`config.mk`:
```
export PLATFORM = sky130hd
export DESIGN_NAME = wb_stage
export DESIGN_NICKNAME = d
export VERILOG_FILES = /design/src/rtl/core_pkg.sv /design/src/rtl/load_align.sv /design/src/rtl/wb_stage.sv
export SDC_FILE = /design/constraint.sdc
export NUM_CORES = 1
export LEC_CHECK = 0
export ABC_AREA = 1
export BUFFER_PORTS_ARGS = -buffer_cell sky130_fd_sc_hd__clkbuf_2
export CAP_MARGIN = 15
export CORE_MARGIN = 1.5
export CORE_UTILIZATION = 45
export CTS_BUF_LIST = sky130_fd_sc_hd__clkbuf_8 sky130_fd_sc_hd__clkbuf_16
export DETAILED_ROUTE_END_ITERATION = 8
export PLACE_DENSITY = 0.76
export SLEW_MARGIN = 20
export SYNTH_ARGS = -nofsm -noshare
export SYNTH_HDL_FRONTEND = slang
export SYNTH_SLANG_ARGS = --single-unit
```
`constraint.sdc`:
```
create_clock -name clk -period 1.75 [get_ports clk]
set_clock_uncertainty 0.1 [all_clocks]
set_input_delay 0.0875 -clock clk [delete_from_list [all_inputs] [get_ports clk]]
set_output_delay 0.0875 -clock clk [all_outputs]
set_load 0.03 [all_outputs]
```
`src/rtl/core_pkg.sv`:
```
// Shared core definitions: writeback select codes, load funct3 codes and
// the writeback stage state type.
package core_pkg;

  localparam logic [1:0] WB_SEL_ALU  = 2'b00;
  localparam logic [1:0] WB_SEL_LOAD = 2'b01;
  localparam logic [1:0] WB_SEL_PC4  = 2'b10;

  localparam logic [2:0] LOAD_LB  = 3'b000;
  localparam logic [2:0] LOAD_LH  = 3'b001;
  localparam logic [2:0] LOAD_LW  = 3'b010;
  localparam logic [2:0] LOAD_LBU = 3'b100;
  localparam logic [2:0] LOAD_LHU = 3'b101;

  typedef enum logic [1:0] {
    IDLE      = 2'd0,
    COMMIT    = 2'd1,
    WAIT_LOAD = 2'd2
  } wb_state_t;

endpackage

```
`src/rtl/load_align.sv`:
```
// Picks the byte/halfword addressed by off out of a word-aligned load word
// and sign- or zero-extends it according to funct3.
module load_align
  import core_pkg::*;
#(
  parameter int XLEN = 32
) (
  input  logic [2:0]      funct3,
  input  logic [1:0]      off,
  input  logic [XLEN-1:0] word,
  output logic [XLEN-1:0] data
);

  logic [7:0]  byteSel;
  logic [15:0] halfSel;

  // A misaligned halfword ignores off[0] and uses only off[1].
  always_comb begin
    byteSel = word[{off, 3'b000} +: 8];
    halfSel = word[{off[1], 4'b0000} +: 16];
    case (funct3)
      LOAD_LB:  data = {{(XLEN-8){byteSel[7]}}, byteSel};
      LOAD_LBU: data = {{(XLEN-8){1'b0}}, byteSel};
      LOAD_LH:  data = {{(XLEN-16){halfSel[15]}}, halfSel};
      LOAD_LHU: data = {{(XLEN-16){1'b0}}, halfSel};
      LOAD_LW:  data = word;
      default:  data = word;
    endcase
  end

endmodule

```
`src/rtl/wb_stage.sv`:
```
// Writeback stage: takes retiring instructions from MEM, waits for load data,
// drives the RegFile write port (never x0), a forwarding tap and instret.
module wb_stage
  import core_pkg::*;
#(
  parameter int XLEN  = 32,
  parameter int CNT_W = 32
) (
  input  logic             clk,
  input  logic             reset,
  input  logic             mem_valid,
  output logic             mem_ready,
  input  logic             mem_reg_write,
  input  logic [4:0]       mem_rd,
  input  logic [1:0]       mem_wb_sel,
  input  logic [XLEN-1:0]  mem_alu_result,
  input  logic [XLEN-1:0]  mem_pc_plus4,
  input  logic [2:0]       mem_funct3,
  input  logic             dcache_rsp_valid,
  input  logic [XLEN-1:0]  dcache_rsp_data,
  output logic             reg_write_en,
  output logic [4:0]       reg_write_dest_addr,
  output logic [XLEN-1:0]  reg_write_data,
  output logic             wb_fwd_valid,
  output logic [4:0]       wb_fwd_rd,
  output logic [XLEN-1:0]  wb_fwd_data,
  output logic [CNT_W-1:0] instret
);

  wb_state_t        state_q, state_d;
  logic             regWrite_q, regWrite_d;
  logic [4:0]       rd_q, rd_d;
  logic [1:0]       wbSel_q, wbSel_d;
  logic [2:0]       funct3_q, funct3_d;
  logic [1:0]       off_q, off_d;
  logic [XLEN-1:0]  value_q, value_d;
  logic [CNT_W-1:0] instret_q, instret_d;
  logic [XLEN-1:0]  alignedData;
  logic             accept;

  load_align #(.XLEN(XLEN)) u_load_align (
    .funct3 (funct3_q),
    .off    (off_q),
    .word   (dcache_rsp_data),
    .data   (alignedData)
  );

  assign mem_ready = !reset && (state_q != WAIT_LOAD);
  assign accept    = mem_valid && mem_ready;

  // A new accept in COMMIT overrides the fall-back to IDLE, giving full-rate commits.
  always_comb begin
    state_d    = state_q;
    regWrite_d = regWrite_q;
    rd_d       = rd_q;
    wbSel_d    = wbSel_q;
    funct3_d   = funct3_q;
    off_d      = off_q;
    value_d    = value_q;
    instret_d  = instret_q;

    case (state_q)
      IDLE: ;
      COMMIT: begin
        instret_d = instret_q + 1'b1;
        state_d   = IDLE;
      end
      WAIT_LOAD: begin
        if (dcache_rsp_valid && wbSel_q == WB_SEL_LOAD) begin
          value_d = alignedData;
          state_d = COMMIT;
        end
      end
      default: state_d = IDLE;
    endcase

    if (accept) begin
      regWrite_d = mem_reg_write;
      rd_d       = mem_rd;
      wbSel_d    = mem_wb_sel;
      funct3_d   = mem_funct3;
      off_d      = mem_alu_result[1:0];
      value_d    = (mem_wb_sel == WB_SEL_PC4) ? mem_pc_plus4 : mem_alu_result;
      state_d    = (mem_wb_sel == WB_SEL_LOAD) ? WAIT_LOAD : COMMIT;
    end
  end

  always_ff @(posedge clk) begin
    if (reset) begin
      state_q    <= IDLE;
      regWrite_q <= 1'b0;
      rd_q       <= 5'd0;
      wbSel_q    <= WB_SEL_ALU;
      funct3_q   <= 3'd0;
      off_q      <= 2'd0;
      value_q    <= '0;
      instret_q  <= '0;
    end else begin
      state_q    <= state_d;
      regWrite_q <= regWrite_d;
      rd_q       <= rd_d;
      wbSel_q    <= wbSel_d;
      funct3_q   <= funct3_d;
      off_q      <= off_d;
      value_q    <= value_d;
      instret_q  <= instret_d;
    end
  end

  assign reg_write_en        = !reset && (state_q == COMMIT) && regWrite_q && (rd_q != 5'd0);
  assign reg_write_dest_addr = rd_q;
  assign reg_write_data      = value_q;
  assign wb_fwd_valid        = reg_write_en;
  assign wb_fwd_rd           = rd_q;
  assign wb_fwd_data         = value_q;
  assign instret             = instret_q;

endmodule

```
* Yosys cells after proc, flatten, opt, wreduce, memory -nomap -nowiden *
Index checks and enable logic that the tools add are counted.

storage, ports and cells
  flip-flop bits (word level) = 79
  latch bits = 0
  memory bits (writable) = 0
  memory bits (read-only) = 0
  input port bits = 111
  output and inout bits = 109
  logic and storage cells = 45
  memories = 0

cells by class
  $add $sub $neg = 1
  multiply operators = 0
  div/mod/pow operators = 0
  magnitude comparators = 0
  equality and inequality tests = 11
  shift operators = 2
  multiplexer cells = 9
  bitwise gates (word level) = 0
  reductions and logical operators = 14

operators with widths
  operator                                       number
  two-way mux 32 bit                             4
  case mux 32 bit (4 select lines)               1
  adder 32 x 1 -> 32 bit, second input constant  1
  variable part select 32 x 6 -> 16 bit          1
  variable part select 32 x 6 -> 8 bit           1
  == test 2 x 1 -> 1 bit, second input constant  3
  == test 3 bit, second input constant           2
  logical AND 1 bit                              6
  two-way mux 2 bit                              3
  nonzero test 5 bit                             1
  == test 2 bit, second input constant           2
  != test 2 bit, second input constant           2
  case mux 2 bit (2 select lines)                1
  AND reduction 2 bit                            2
  nonzero test 2 bit                             2
  == test 3 x 1 -> 1 bit, second input constant  1
  logical NOT 3 bit                              1
  != test 3 bit, second input constant           1
  logical NOT 2 bit                              1
  logical NOT 1 bit                              1

* Longest topological paths before layout *
Gate-level depths: netlist of run 1.

  depth in word-level cells = 5
  depth in mapped cells = 10
  gate-level depth less buffers = 9

* By module *
A second synthesis of run 1 with hierarchy kept.

unflattened totals
  cells, all modules = 874
  area, all modules = 5,462.7 um^2

by module, submodules not included
  module      instances  cells an instance  area an instance (um^2)  seq. area each (um^2)
  wb_stage    1          705                4,590.7                  1,581.5
  load_align  1          169                872.1                    0.0

* Worst setup path before layout of run 1 *
Ideal clock, no wire load.

  path type = register to register
  start point = register instret_q[0] (netlist: instret[0])
  end point = register instret_q[8] (netlist: instret[8])
  setup time = 0.119 ns
  arrival time = 1.569 ns
  data required time = 1.531 ns
  slack = -0.039 ns
  cell stages (with the launch flop) = 9
  path buffers = 0
  clock period less this slack = 1.789 ns
  cells stage by stage = dfxtp_1 -> ha_1 -> nand3_2 -> nor2_4 -> nand3_1 -> nor2_1 -> inv_1 -> o21ai_0 -> a21oi_1

between the ends
  cells in the longest elaborated chain, start to end = 1

ends and longest elaborated chain
  item                      line             source
  start: declaration        wb_stage.sv:37   logic [CNT_W-1:0] instret_q, instret_d;
  start signal: assignment  wb_stage.sv:106  instret_q <= instret_d;
  adder 32 x 1 -> 32 bit    wb_stage.sv:65   instret_d = instret_q + 1'b1;

Every way passes these cells.
A chain may end at the register's enable or synchronous reset.

* Final worst setup path of run 1 *
  start point = register off_q[1]
  end point = register value_q[13] (netlist: reg_write_data[13])

between the ends
  cells in the longest elaborated chain, start to end = 5
  elaborated cells on any way between the ends = 6
  classes of those cells = 2 x shift; 4 x mux

ends and longest elaborated chain
  item                                                                                                  line                                source
  start: declaration                                                                                    wb_stage.sv:35                      logic [1:0] off_q, off_d;
  start signal: assignment                                                                              wb_stage.sv:95                      off_q <= 2'd0;
  start signal: assignment                                                                              wb_stage.sv:104                     off_q <= off_d;
  variable part select 32 x 6 -> 16 bit / variable part select 32 x 6 -> 8 bit (equally long branches)  load_align.sv:20, load_align.sv:19
  case mux 32 bit (4 select lines) (*)                                                                  load_align.sv:21                    case (funct3)
  two-way mux 32 bit (*)                                                                                wb_stage.sv:69                      if (dcache_rsp_valid && wbSel_q == WB_SEL_LOAD) begin
  two-way mux 32 bit (*)                                                                                wb_stage.sv:62                      case (state_q)
  two-way mux 32 bit (*)                                                                                wb_stage.sv:77                      if (accept) begin
  end signal: assignment                                                                                wb_stage.sv:105                     value_q <= value_d;
  end: declaration                                                                                      wb_stage.sv:36                      logic [XLEN-1:0] value_q, value_d;

Every way passes the cells marked *; elsewhere a longest branch is shown, timed or not. The select of a mux whose other input is x is not followed.

==> results of run 1 <==
cells in the final DEF (no fill, tap or decap), types with 2 or more instances in the layout:
cell type	synthesis	layout
o21ai_0	55	55
clkbuf_16	0	9
buf_12	0	3
nand4_4	3	3
dfxtp_2	0	4
inv_2	4	4
o21ai_1	14	14
a31oi_1	8	8
o21bai_1	5	5
clkbuf_8	0	2
dlygate4sd3_1	0	14
nor3_1	5	5
bufinv_16	0	2
buf_4	44	20
dfxtp_1	79	74
or2_2	2	2
nor2_1	104	102
nand2_4	1	3
clkbuf_2	0	217
nand3_1	82	82
o211ai_1	14	14
nand2_2	9	7
nor2_4	5	5
inv_1	96	97
nand3_2	3	2
nor3b_1	2	2
xor2_1	5	5
a21oi_1	51	51
nand4_1	2	2
nor2_2	4	6
nand2_1	210	210
critical path, delay by kind of cell, from the launching register on:
kind / cells / cell delay [ns]
AO/OA/AOI/OAI: 3 / 0.70
flip-flops: 1 / 0.39
buffers and inverters: 2 / 0.25
AND/OR/NAND/NOR: 1 / 0.10
per-stage QoR:
step                setup TNS [ns]  cells  worst slack (ns)
finish                           0   1191            0.0985
global route              -0.00445   1191          -0.00423
CTS                              0   1189            0.0267
detailed placement               0   1159            0.0506
global placement                 0   1159            0.0701
floorplan                        0    850             0.107
what timing repair did:
item / in CTS / in global routing
setup buffers: 0 / 2
gates resized for setup: 0 / 17
hold buffers: 14 / 0
endpoints found under the setup margin: 0 / 39
endpoints found under the hold margin: 14 / 0
layer usage:
| metal | global-route usage | vias to the layer above |
|---|---|---|
| li1 | - | 3078 |
| met1 | 0.374 | 2700 |
| met2 | 0.442 | 262 |
| met3 | 0.0555 | 28 |
| met4 | 0.0734 | 0 |
| met5 | 0 | - |
registers in the layout (all words and copies together) (netlist names):
register,cells
instret,32
funct3_q,3
wbSel_q,2
reg_write_data,32
state_q,2
off_q,2
regWrite_q,1
reg_write_dest_addr,5
area by class of cell:
class	count	area (um2)
fill	1117	4640
multi-input combinational	596	2890
sequential	79	1590
timing repair buffer	256	1450
inverter	101	390
clock buffer	11	253
tap	143	179
clock inverter	5	72.6
power by group through the flow:
stage               logic (mW)  clock network [mW]  registers [mW]
floorplan                0.650                   0            2.09
global placement          1.05                   0            1.99
detailed placement        1.05                   0            1.99
CTS                       1.08                2.09            1.95
global route              1.21                2.17            1.96
finish                    1.11                2.06            1.95
path summary, 6_finish.rpt:
path | start | end | slack [ns] | depth (start not counted)
hold reg to reg | reg_write_dest_addr[1] | reg_write_dest_addr[1] | 0.38 | 2
setup reg to reg | off_q[1] | reg_write_data[13] | 0.1 | 6
setup / recovery | off_q[1] | reg_write_data[13] | 0.1 | 6
hold / removal | dcache_rsp_valid | state_q[1] | 0.02 | 4
cells in the mapped netlist, types with 8 or more instances:
| master | count |
|---|---|
| nor2_1 | 104 |
| a31oi_1 | 8 |
| nand2_2 | 9 |
| a21oi_1 | 51 |
| buf_2 | 18 |
| o21ai_1 | 14 |
| dfxtp_1 | 79 |
| o21ai_0 | 55 |
| clkbuf_1 | 8 |
| o211ai_1 | 14 |
| inv_1 | 96 |
| nand3_1 | 82 |
| nand2_1 | 210 |
| buf_4 | 44 |
cell families after synthesis:
group	Yosys count	synth area share
adders and majority gates	1	0.00236
buffers and inverters	175	0.164
muxes	1	0.00212
and+or+nand+nor	434	0.361
DFF	79	0.298
xor gates and xnor gates	6	0.00991
AOI/OAI and AO/OA	154	0.163
==> summary.txt, run 1 <==
Power and ir drop
  – Combinational power share: 0.217
  – Sequential fraction of design power: 0.380
  – Pwr Total: around 5.1 mW
  – Switch share: 0.303
  – Leakage: ~3.4 nW
  – Peak supply drop: approximately 460 uV
  – Internal: ~3.6 mW
  – Clock group share of total power: 0.403
  – PD cells: 751 nW/um2
  – Net Sw Power: between 1.5 and 2 mW

Outcome
  – Status: finished clean

Timing
  – Relative slew slack: 0.681
  – Final setup violating endpoints: 0
  – Hold Violations, Final: 0
  – Fin Hold WS: 0.0152 ns
  – Min Clock Period, post-route: between 1.5 and 2 ns
  – Pins over their slew limit: 0
  – Worst Tran Pin Value: 0.473 ns
  – Period utilization: 0.944
  – Peak Freq: 0.606 GHz

Logic synthesis
  – Sequential share of the synthesized area: 0.298
  – Main synth FF type: dfxtp_1
  – Syn avg cell area: roughly 6.2 um2
  – EDFF count, synth: 0
  – Ranking of synthesized cells by area: dfxtp_1, nand2_1, nand3_1, nor2_1, inv_1
  – Synth Instances: 850
  – Yosys top cell by area: dfxtp_1
  – Share of the synthesized area in the top cell type: 0.298
  – Synthesized flop and latch total: 79
  – Yosys cell types: between 40 and 50
  – Synthesized Nets: 962
  – Yosys warns: 0
  – Asr flop ratio synth: 0
  – Post-Syn Area: between 5000 and 6000 um2

Clock tree
  – Worst-case clock buffer depth: 2
  – CTS clk-pin slew, worst paths: roughly 0.060 ns
  – CTS tree: yes
  – Sink Count: 79
  – TritonCTS Buffers: 9
  – # H-tree levels: 3
  – Clock Latency Late Sink: around 0.34 ns
  – Root buffer cell: clkbuf_16

Critical path
  – Setup CP Type: reg2reg
  – CP Capture Type: flip-flop
  – Worst path arrival time: approximately 1.8 ns
  – CP max stage delay: between 0.4 and 0.5 ns
  – CP Cell Sequence: buf_4 > o21ai_0 > o21bai_1 > nand3_1 > o211ai_1 > inv_1
  – Critical path required time: roughly 1.9 ns
  – Critical Path Slowest Stage Cell: o21ai_0
  – Crit Path Max Fanout: 9
  – Startpoint types: flip-flop

Drt
  – Routed WL: 17300 um
  – DR WL met3: around 1200 um
  – M1 WL: ~8000 um
  – Met2 WL: around 7800 um
  – Wirelength per Cell: about 15 um
  – Vias per cell: 5.09
  – Initial DRC Count: 646
  – Uppermost routed layer: met4
  – DRC viols: 0
  – Post-route ant nets: 0
  – DRT Pass-1 Iters: 5
  – Via count: between 6000 and 7000

Die
  – Die W: 112 um
  – Ports: 220
  – Starting density of the core: 0.463
  – Core area: around 11000 um2
  – Die footprint: ~12000 um2
  – Row cnt: 39
  – Die Ht: approximately 110 um

Finish
  – Antenna diode count: 0
  – Syn-to-layout area delta: 28.6%
  – Post-layout util: 0.595
  – Total Nets Final: 1155
  – Share of cells above drive strength 1: 0.288
  – Post-route cell area: 6820 um2

GRT
  – Largest net degree at the start of global routing: 47
  – Initial antenna violation count: 0
  – Tot GR Track Use: 0.274
  – GR Overflow Total: 0
  – Vias in the first global route: about 5500
  – First-pass GRT wire length: approximately 27000 um

Flow run
  – Max_cap viols: 0

Place
  – Port Buffers: 219
  – Gpl congestion: between 0.9 and 1
  – Dpl cell area: roughly 6300 um2
  – DP Wirelength: around 13000 um

Min path
  – Worst hold-check path type: in2reg
No activity file was read; power rests on OpenSTA's default activity.
==> run 2, diff against run 1 <==
--- a/config.mk
+++ b/config.mk
@@ -8,12 +8,15 @@
 export ABC_AREA = 1
 export BUFFER_PORTS_ARGS = -buffer_cell sky130_fd_sc_hd__clkbuf_2
 export CAP_MARGIN = 15
+export CELL_PAD_IN_SITES_DETAIL_PLACEMENT = 1
+export CELL_PAD_IN_SITES_GLOBAL_PLACEMENT = 1
 export CORE_MARGIN = 1.5
-export CORE_UTILIZATION = 45
+export CORE_UTILIZATION = 35
 export CTS_BUF_LIST = sky130_fd_sc_hd__clkbuf_8 sky130_fd_sc_hd__clkbuf_16
 export DETAILED_ROUTE_END_ITERATION = 8
-export PLACE_DENSITY = 0.76
+export PLACE_DENSITY_LB_ADDON = 0.1
 export SLEW_MARGIN = 20
 export SYNTH_ARGS = -nofsm -noshare
 export SYNTH_HDL_FRONTEND = slang
+export SYNTH_HIERARCHICAL = 1
 export SYNTH_SLANG_ARGS = --single-unit
==> constraint.sdc (replaced) <==
create_clock -name clk -period 1.95 [get_ports clk]
set_clock_uncertainty 0.1 [all_clocks]
set_input_delay 0.0975 -clock clk [delete_from_list [all_inputs] [get_ports clk]]
set_output_delay 0.0975 -clock clk [all_outputs]
set_load 0.03 [all_outputs]
==> summary.txt, run 2 <==
Drt
  – DRT Pass-1 Iters: 4 (-1)
  – Wirelength per Cell: 15.1 um (+4.1%)
  – Routed WL: 18900 um (+9.1%)
  – DRC viols: 0 (unchanged)
  – Post-route ant nets: 0 (unchanged)
  – Vias per cell: 4.87 (-4.5%)
  – Initial DRC Count: 304 (-53%)
  – Via count: 6078 (+0.16%)

Logic synthesis
  – Sequential share of the synthesized area: 0.290 (-0.00860)
  – Yosys top cell by area: dfxtp_1
  – Share of the synthesized area in the top cell type: 0.290 (-0.00860)
  – Most frequent cell after synthesis: nand2_1
  – Commonest cells in the netlist: nand2_1, nand3_1, inv_1, dfxtp_1, nor2_1
  – Main synth FF type: dfxtp_1
  – Synth Instances: 874 (+2.8%)
  – Synthesized Nets: 986 (+2.5%)
  – Yosys warns: 6 (+6)
  – Asr flop ratio synth: 0 (unchanged)
  – Post-Syn Area: 5460 um2 (+3.0%)
  – Yosys cell types: 31 (-24%)
  – EDFF count, synth: 0 (unchanged)
  – Ranking of synthesized cells by area: dfxtp_1, nand2_1, nand3_1, inv_1, buf_4
  – Syn avg cell area: 6.25 um2 (+0.14%)
  – Synthesized flop and latch total: 79 (unchanged)

Critical path
  – Worst path arrival time: 1.96 ns (+0.19 ns)
  – Crit path from: off_q[1]
  – Reg2reg start: off_q[1]
  – CP Cell Sequence: inv_4 > nand2_1 > nand3_1 > nand2_1 > nand2_2 > buf_12 > nand3_2 > nand2_1 > nand3_1 > o211ai_1 > inv_1
  – CP max stage delay: 0.52 ns (+0.11 ns)
  – Critical Path Most Common Cell: nand2_1
  – Register-to-Register Path Depth: 11 (+5)
  – Reg2reg setup slack: 0.17 ns (+0.07 ns)
  – Setup CP Type: reg2reg
  – CP Capture Type: flip-flop
  – R2r endpoint: reg_write_data[16]
  – Crit Path Max Fanout: 24 (+15)
  – Critical path required time: 2.14 ns (+0.27 ns)
  – Startpoint types: flip-flop
  – Critical Path Slowest Stage Cell: dfxtp_1

Clock tree
  – Post-CTS Setup Bufs: 0 (unchanged)
  – Worst-case clock buffer depth: 2 (unchanged)
  – # H-tree levels: 3 (unchanged)
  – Root buffer cell: clkbuf_16
  – Sink Count: 79 (unchanged)
  – Clock Latency Late Sink: 0.35 ns (about the same)
  – CTS clk-pin slew, worst paths: 0.06 ns (about the same)
  – CTS tree: yes
  – TritonCTS Buffers: 9 (unchanged)

Die
  – Ports: 220 (unchanged)
  – Die W: 128 um (+15%)
  – Core area: 15200 um2 (+33%)
  – Die footprint: 16400 um2 (+31%)
  – Starting density of the core: 0.359 (-0.103)
  – Row cnt: 45 (+15%)
  – Die Ht: 128 um (+15%)

Timing
  – RSZ-0062 raised after global routing: false
  – Relative slew slack: 0.673 (-0.00831)
  – Worst Tran Pin Value: 0.490 ns (+0.0169 ns)
  – Fin Hold WS: 0.0797 ns (+0.0645 ns)
  – Setup_tns: 0 ns (unchanged)
  – Period utilization: 0.912 (-0.0314)
  – Pins over their slew limit: 0 (unchanged)
  – Final setup violating endpoints: 0 (unchanged)
  – Peak Freq: 0.562 GHz (-7.2%)
  – Min Clock Period, post-route: 1.78 ns (+0.128 ns)
  – Hold Violations, Final: 0 (unchanged)

Min path
  – HP Start: mem_alu_result[29]
  – WHS Endpoint: reg_write_data[29]
  – Worst hold-check path type: in2reg
  – Hold Path Depth: 7 (+3)

GRT
  – GR Overflow Total: 0 (unchanged)
  – Initial antenna violation count: 0 (unchanged)
  – First-pass GRT wire length: 30500 um (+11%)
  – Tot GR Track Use: 0.234 (-0.0403)
  – Largest net degree at the start of global routing: 65 (+38%)
  – Vias in the first global route: 5762 (+5.0%)

Place
  – Gpl congestion: 0.839 (-14%)
  – DP Wirelength: 14500 um (+12%)
  – Port Buffers: 219 (unchanged)

Power and ir drop
  – Leakage: 3.69 nW (+9.6%)
  – PD cells: 677 nW/um2 (-9.8%)
  – Peak supply drop: 419 uV (-8.9%)

Finish
  – Most common cell after layout, fill and taps aside: nand2_1
  – Syn-to-layout area delta: 25.6%
  – Total Nets Final: 1167 (+1.0%)
  – Post-layout util: 0.451 (-0.144)
  – Most frequent cells in the layout: nand2_1, clkbuf_2, nand3_1
  – Share of cells above drive strength 1: 0.290 (+0.00145)

Flow run
  – Max_cap viols: 0 (unchanged)

Outcome
  – Status: finished clean
==> run 2: changes by cell type after synthesis, sizes merged, moves of 5 or more <==
| cell | change |
|---|---|
| a21oi | -33 |
| a31oi | -7 |
| nand2 | +50 |
| nand3 | +67 |
| nor2 | -32 |
| o211ai | +19 |
| o21ai | -41 |
| o21bai | -5 |
==> run 2: what timing repair did <==
action	4_1_cts	5_1_grt
gates resized for setup	0	5
hold buffers	13	0
hold endpoints to repair	13	0
endpoints found under the setup margin	0	17
==> run 2: cells by family after synthesis <==
kind of cell,synth area share
flops,0.290
fa+ha+maj,0.00229
compound gates,0.0967
buf+inv,0.170
simple gates,0.430
xor+xnor,0.0112
==> run 2: power breakdown <==
part           internal (mW)  total [mW]  switching (mW)  leakage [nW]
logic                  0.413        1.19           0.781          2.90
registers               1.69        1.76          0.0683         0.645
clock network          0.983        1.70           0.714         0.144
total                   3.08        4.65            1.56          3.69
==> run 2: worst max-delay path, delay by kind of cell, from the launching register on <==
kind,cells,cell delay [ns]
AOI/OAI and AO/OA,1,0.09
buffers and inverters,3,0.39
DFF,1,0.52
and+or+nand+nor,7,0.61
==> run 2: area by class of cell <==
cell class	instances	area, um2
Fill cell	2106	8340
Timing Repair Buffer	251	1410
Tap cell	188	235
Clock buffer	9	225
Antenna cell	1	2.50
Inverter	102	388
Multi-Input combinational cell	612	2960
Clock inverter	7	66.3
Sequential cell	79	1580
==> run 2: per-layer routing <==
layer	global-route usage	wire length, um	vias up
li1	-	-	3126
met1	0.345	9920	2781
met2	0.345	7850	151
met3	0.0413	860	20
met4	0.0681	280	0
met5	0	0	-
==> run 2: stage by stage <==
| step | setup slack (ns) | instances | area, um2 | total power, mW |
|---|---|---|---|---|
| 2_1_floorplan | 0.238 | 874 | 5460 | 2.64 |
| 3_3_place_gp | 0.152 | 1219 | 6430 | 2.95 |
| 3_5_place_dp | 0.123 | 1219 | 6430 | 2.96 |
| 4_1_cts | 0.110 | 1248 | 6850 | 4.69 |
| 5_1_grt | 0.0410 | 1248 | 6860 | 4.89 |
| 6_report | 0.171 | 1249 | 6860 | 4.65 |
==> run 2: worst max-delay path by stage <==
stage,depth (start not counted),end,slack [ns]
2_1_floorplan,8,instret[24],0.24
3_3_place_gp,11,reg_write_data[28],0.15
3_5_place_dp,11,reg_write_data[16],0.12
4_1_cts,11,reg_write_data[16],0.11
5_1_grt,11,reg_write_data[4],0.04
6_report,11,reg_write_data[16],0.17
==> run 3, diff against run 2 <==
--- a/config.mk
+++ b/config.mk
@@ -5,7 +5,6 @@
 export SDC_FILE = /design/constraint.sdc
 export NUM_CORES = 1
 export LEC_CHECK = 0
-export ABC_AREA = 1
 export BUFFER_PORTS_ARGS = -buffer_cell sky130_fd_sc_hd__clkbuf_2
 export CAP_MARGIN = 15
 export CELL_PAD_IN_SITES_DETAIL_PLACEMENT = 1
==> constraint.sdc (replaced) <==
create_clock -name clk -period 1.95 [get_ports clk]
set_clock_uncertainty 0.1 [all_clocks]
set_input_delay 0.0975 -clock clk [delete_from_list [all_inputs] [get_ports clk]]
set_output_delay 0.0975 -clock clk [all_outputs]
set_load 0.1 [all_outputs]
==> summary.txt, run 3 <==
Drt
  – Post-route ant nets: 0 (unchanged)
  – Initial DRC Count: 167 (-45%)
  – Vias per cell: 4.99 (+2.6%)
  – DRC viols: 0 (unchanged)
  – Via count: 4865 (-20%)
  – Wirelength per Cell: 16.1 um (+6.3%)
  – Routed WL: 15700 um (-17%)
  – DRT Pass-1 Iters: 4 (unchanged)

Clock tree
  – # H-tree levels: 3 (unchanged)
  – TritonCTS Buffers: 9 (unchanged)
  – Worst-case clock buffer depth: 2 (unchanged)
  – CTS tree: yes
  – CTS clk-pin slew, worst paths: 0.06 ns (about the same)
  – Clock Latency Late Sink: 0.34 ns (about the same)
  – Root buffer cell: clkbuf_16
  – Sink Count: 79 (unchanged)

Logic synthesis
  – Yosys top cell by area: dfxtp_1
  – Sequential share of the synthesized area: 0.336 (+0.0469)
  – Commonest cells in the netlist: nand2_1, dfxtp_1, a21oi_1, nor2_1, buf_4
  – EDFF count, synth: 0 (unchanged)
  – Yosys cell types: 49 (+58%)
  – Most frequent cell after synthesis: nand2_1
  – Yosys warns: 6 (unchanged)
  – Syn avg cell area: 7.87 um2 (+26%)
  – Share of the synthesized area in the top cell type: 0.336 (+0.0469)
  – Ranking of synthesized cells by area: dfxtp_1, nand2_1, mux2i_1, buf_4, o211ai_1
  – Asr flop ratio synth: 0 (unchanged)
  – Post-Syn Area: 4700 um2 (-14%)
  – Synthesized flop and latch total: 79 (unchanged)
  – Synth Instances: 597 (-32%)
  – Synthesized Nets: 709 (-28%)
  – Main synth FF type: dfxtp_1

Finish
  – Most common cell after layout, fill and taps aside: clkbuf_2
  – Layout Cells excl Fill: 974 (-22%)
  – Antenna diode count: 0 (-1)
  – Syn-to-layout area delta: 38.6%
  – Post-route cell area: 6520 um2 (-5.0%)
  – Most frequent cells in the layout: clkbuf_2, nand2_1, dfxtp_1
  – Share of cells above drive strength 1: 0.416 (+0.126)
  – Total Nets Final: 905 (-22%)

Min path
  – Worst hold-check path type: in2reg
  – HP Start: mem_alu_result[23]
  – Hold Path Depth: 5 (-2)
  – WHS Endpoint: reg_write_data[23]

Critical path
  – CP Capture Type: flip-flop
  – Reg2reg setup slack: -0.006 ns (-0.18 ns)
  – R2r endpoint: reg_write_data[17]
  – Setup CP Type: reg2reg
  – Crit Path Max Fanout: 8 (-67%)
  – Worst path arrival time: 2.03 ns (+0.07 ns)
  – Startpoint types: flip-flop
  – Critical path required time: 2.03 ns (-0.11 ns)
  – Register-to-Register Path Depth: 7 (-4)
  – Reg2reg start: off_q[0]

GRT
  – Vias in the first global route: 4782 (-17%)
  – Largest net degree at the start of global routing: 80 (+23%)
  – Tot GR Track Use: 0.221 (-0.0128)
  – Initial antenna violation count: 0 (unchanged)
  – GR Overflow Total: 0 (unchanged)
  – First-pass GRT wire length: 24900 um (-18%)

Die
  – Row cnt: 42 (-6.7%)
  – Ports: 220 (unchanged)
  – Die footprint: 14100 um2 (-14%)
  – Core area: 13200 um2 (-13%)
  – Die Ht: 119 um (-7.1%)
  – Starting density of the core: 0.356 (-0.00296)
  – Die W: 119 um (-7.1%)

Flow run
  – Max_cap viols: 0 (unchanged)

Power and ir drop
  – Leakage: 2.92 nW (-21%)
  – Peak supply drop: 382 uV (-8.9%)
  – Pwr Total: 5.05 mW (+8.7%)
  – PD cells: 775 nW/um2 (+14%)

Timing
  – RSZ-0062 raised after global routing: true
  – Min Clock Period, post-route: 1.96 ns (+0.177 ns)
  – Worst Tran Pin Value: 0.848 ns (+0.359 ns)
  – Relative slew slack: 0.434 (-0.239)
  – PnR worst setup slack: -0.00568 ns (-0.177 ns)
  – Pins over their slew limit: 0 (unchanged)
  – Hold Violations, Final: 0 (unchanged)
  – Period utilization: 1.00 (+0.0905)
  – Peak Freq: 0.511 GHz (-9.0%)
  – Final setup violating endpoints: 1 (+1)

Outcome
  – Status: finished with violations
  – Failing checks: negative setup slack

Place
  – Dpl cell area: 6010 um2 (-6.5%)
  – DP Wirelength: 11700 um (-20%)
  – # placed instances: 942 (-23%)
  – Port Buffers: 219 (unchanged)
  – Gpl congestion: 0.821 (-2.2%)
  – Pre-CTS WS: -0.0400 ns (-0.163 ns)
-- run 3: cells by family after synthesis --
family                   share of synthesized area
adder cells (fa/ha/maj)                    0.00266
multiplexers                                0.0956
XOR/XNOR                                    0.0540
AO/OA/AOI/OAI                                0.148
flip-flops                                   0.336
AND/OR/NAND/NOR                              0.262
buffers and inverters                        0.101
-- run 3: report_power, final --
| part | switching (mW) | internal [mW] | total (mW) |
|---|---|---|---|
| Sequential | 0.0674 | 1.65 | 1.72 |
| Clock | 0.656 | 0.975 | 1.63 |
| Combinational | 1.26 | 0.438 | 1.70 |
| Total | 1.99 | 3.06 | 5.05 |
-- run 3: final cells by class --
class | instances | area, um2
clock buffers | 9 | 225
clock inverters | 7 | 60.1
fillers | 1641 | 6680
inverters | 3 | 11.3
multi-input cells | 438 | 2730
flip-flops and latches | 79 | 1700
well taps | 176 | 220
repair buffers | 262 | 1570
-- run 3: routing by layer --
metal,routed length [um],GRT usage
met1,7030,0.280
met2,7610,0.376
met3,773,0.0421
met4,263,0.0753
met5,0,0
-- run 3: per-stage QoR --
stage | utilization | hold WS [ns] | setup TNS (ns)
6_report | 0.494 | 0.0837 | -0.00568
3_5_place_dp | 0.455 | 0.202 | -0.155
4_1_cts | 0.488 | 0.0885 | 0
2_1_floorplan | - | 0.105 | -0.195
3_3_place_gp | 0.455 | 0.190 | 0
5_1_grt | 0.494 | 0.0836 | -1.18
-- run 3: how the worst max path moves through the flow --
stage / startpoint / to / slack (ns) / cells past startpoint
5_1_grt: off_q[0] / reg_write_data[29] / -0.08 / 7
3_5_place_dp: off_q[0] / reg_write_data[30] / -0.04 / 7
4_1_cts: off_q[0] / reg_write_data[30] / 0.0002 / 7
6_report: off_q[0] / reg_write_data[17] / -0.006 / 7
3_3_place_gp: off_q[0] / reg_write_data[17] / 0.05 / 7
2_1_floorplan: reg_write_dest_addr[3] / wb_fwd_valid / -0.19 / 4
-- run 3: repair_timing --
action                                 4_1_cts  5_1_grt
hold buffers                                14        0
endpoints found under the hold margin       15        0
pin swaps                                    0       36
buffers inserted                             0        1
gates resized for setup                      2       11
cloned                                       0        1
setup endpoints to repair                   11       33
-- run 3: worst max-delay path, cell delays in order (launching register included) --
cell and delay [ns]:
dfxtp_2 0.35, mux4_2 0.51, nor3b_4 0.17, o21bai_4 0.18, clkbuf_16 0.19, nand2_1 0.06
o211ai_1 0.15, a21oi_1 0.08
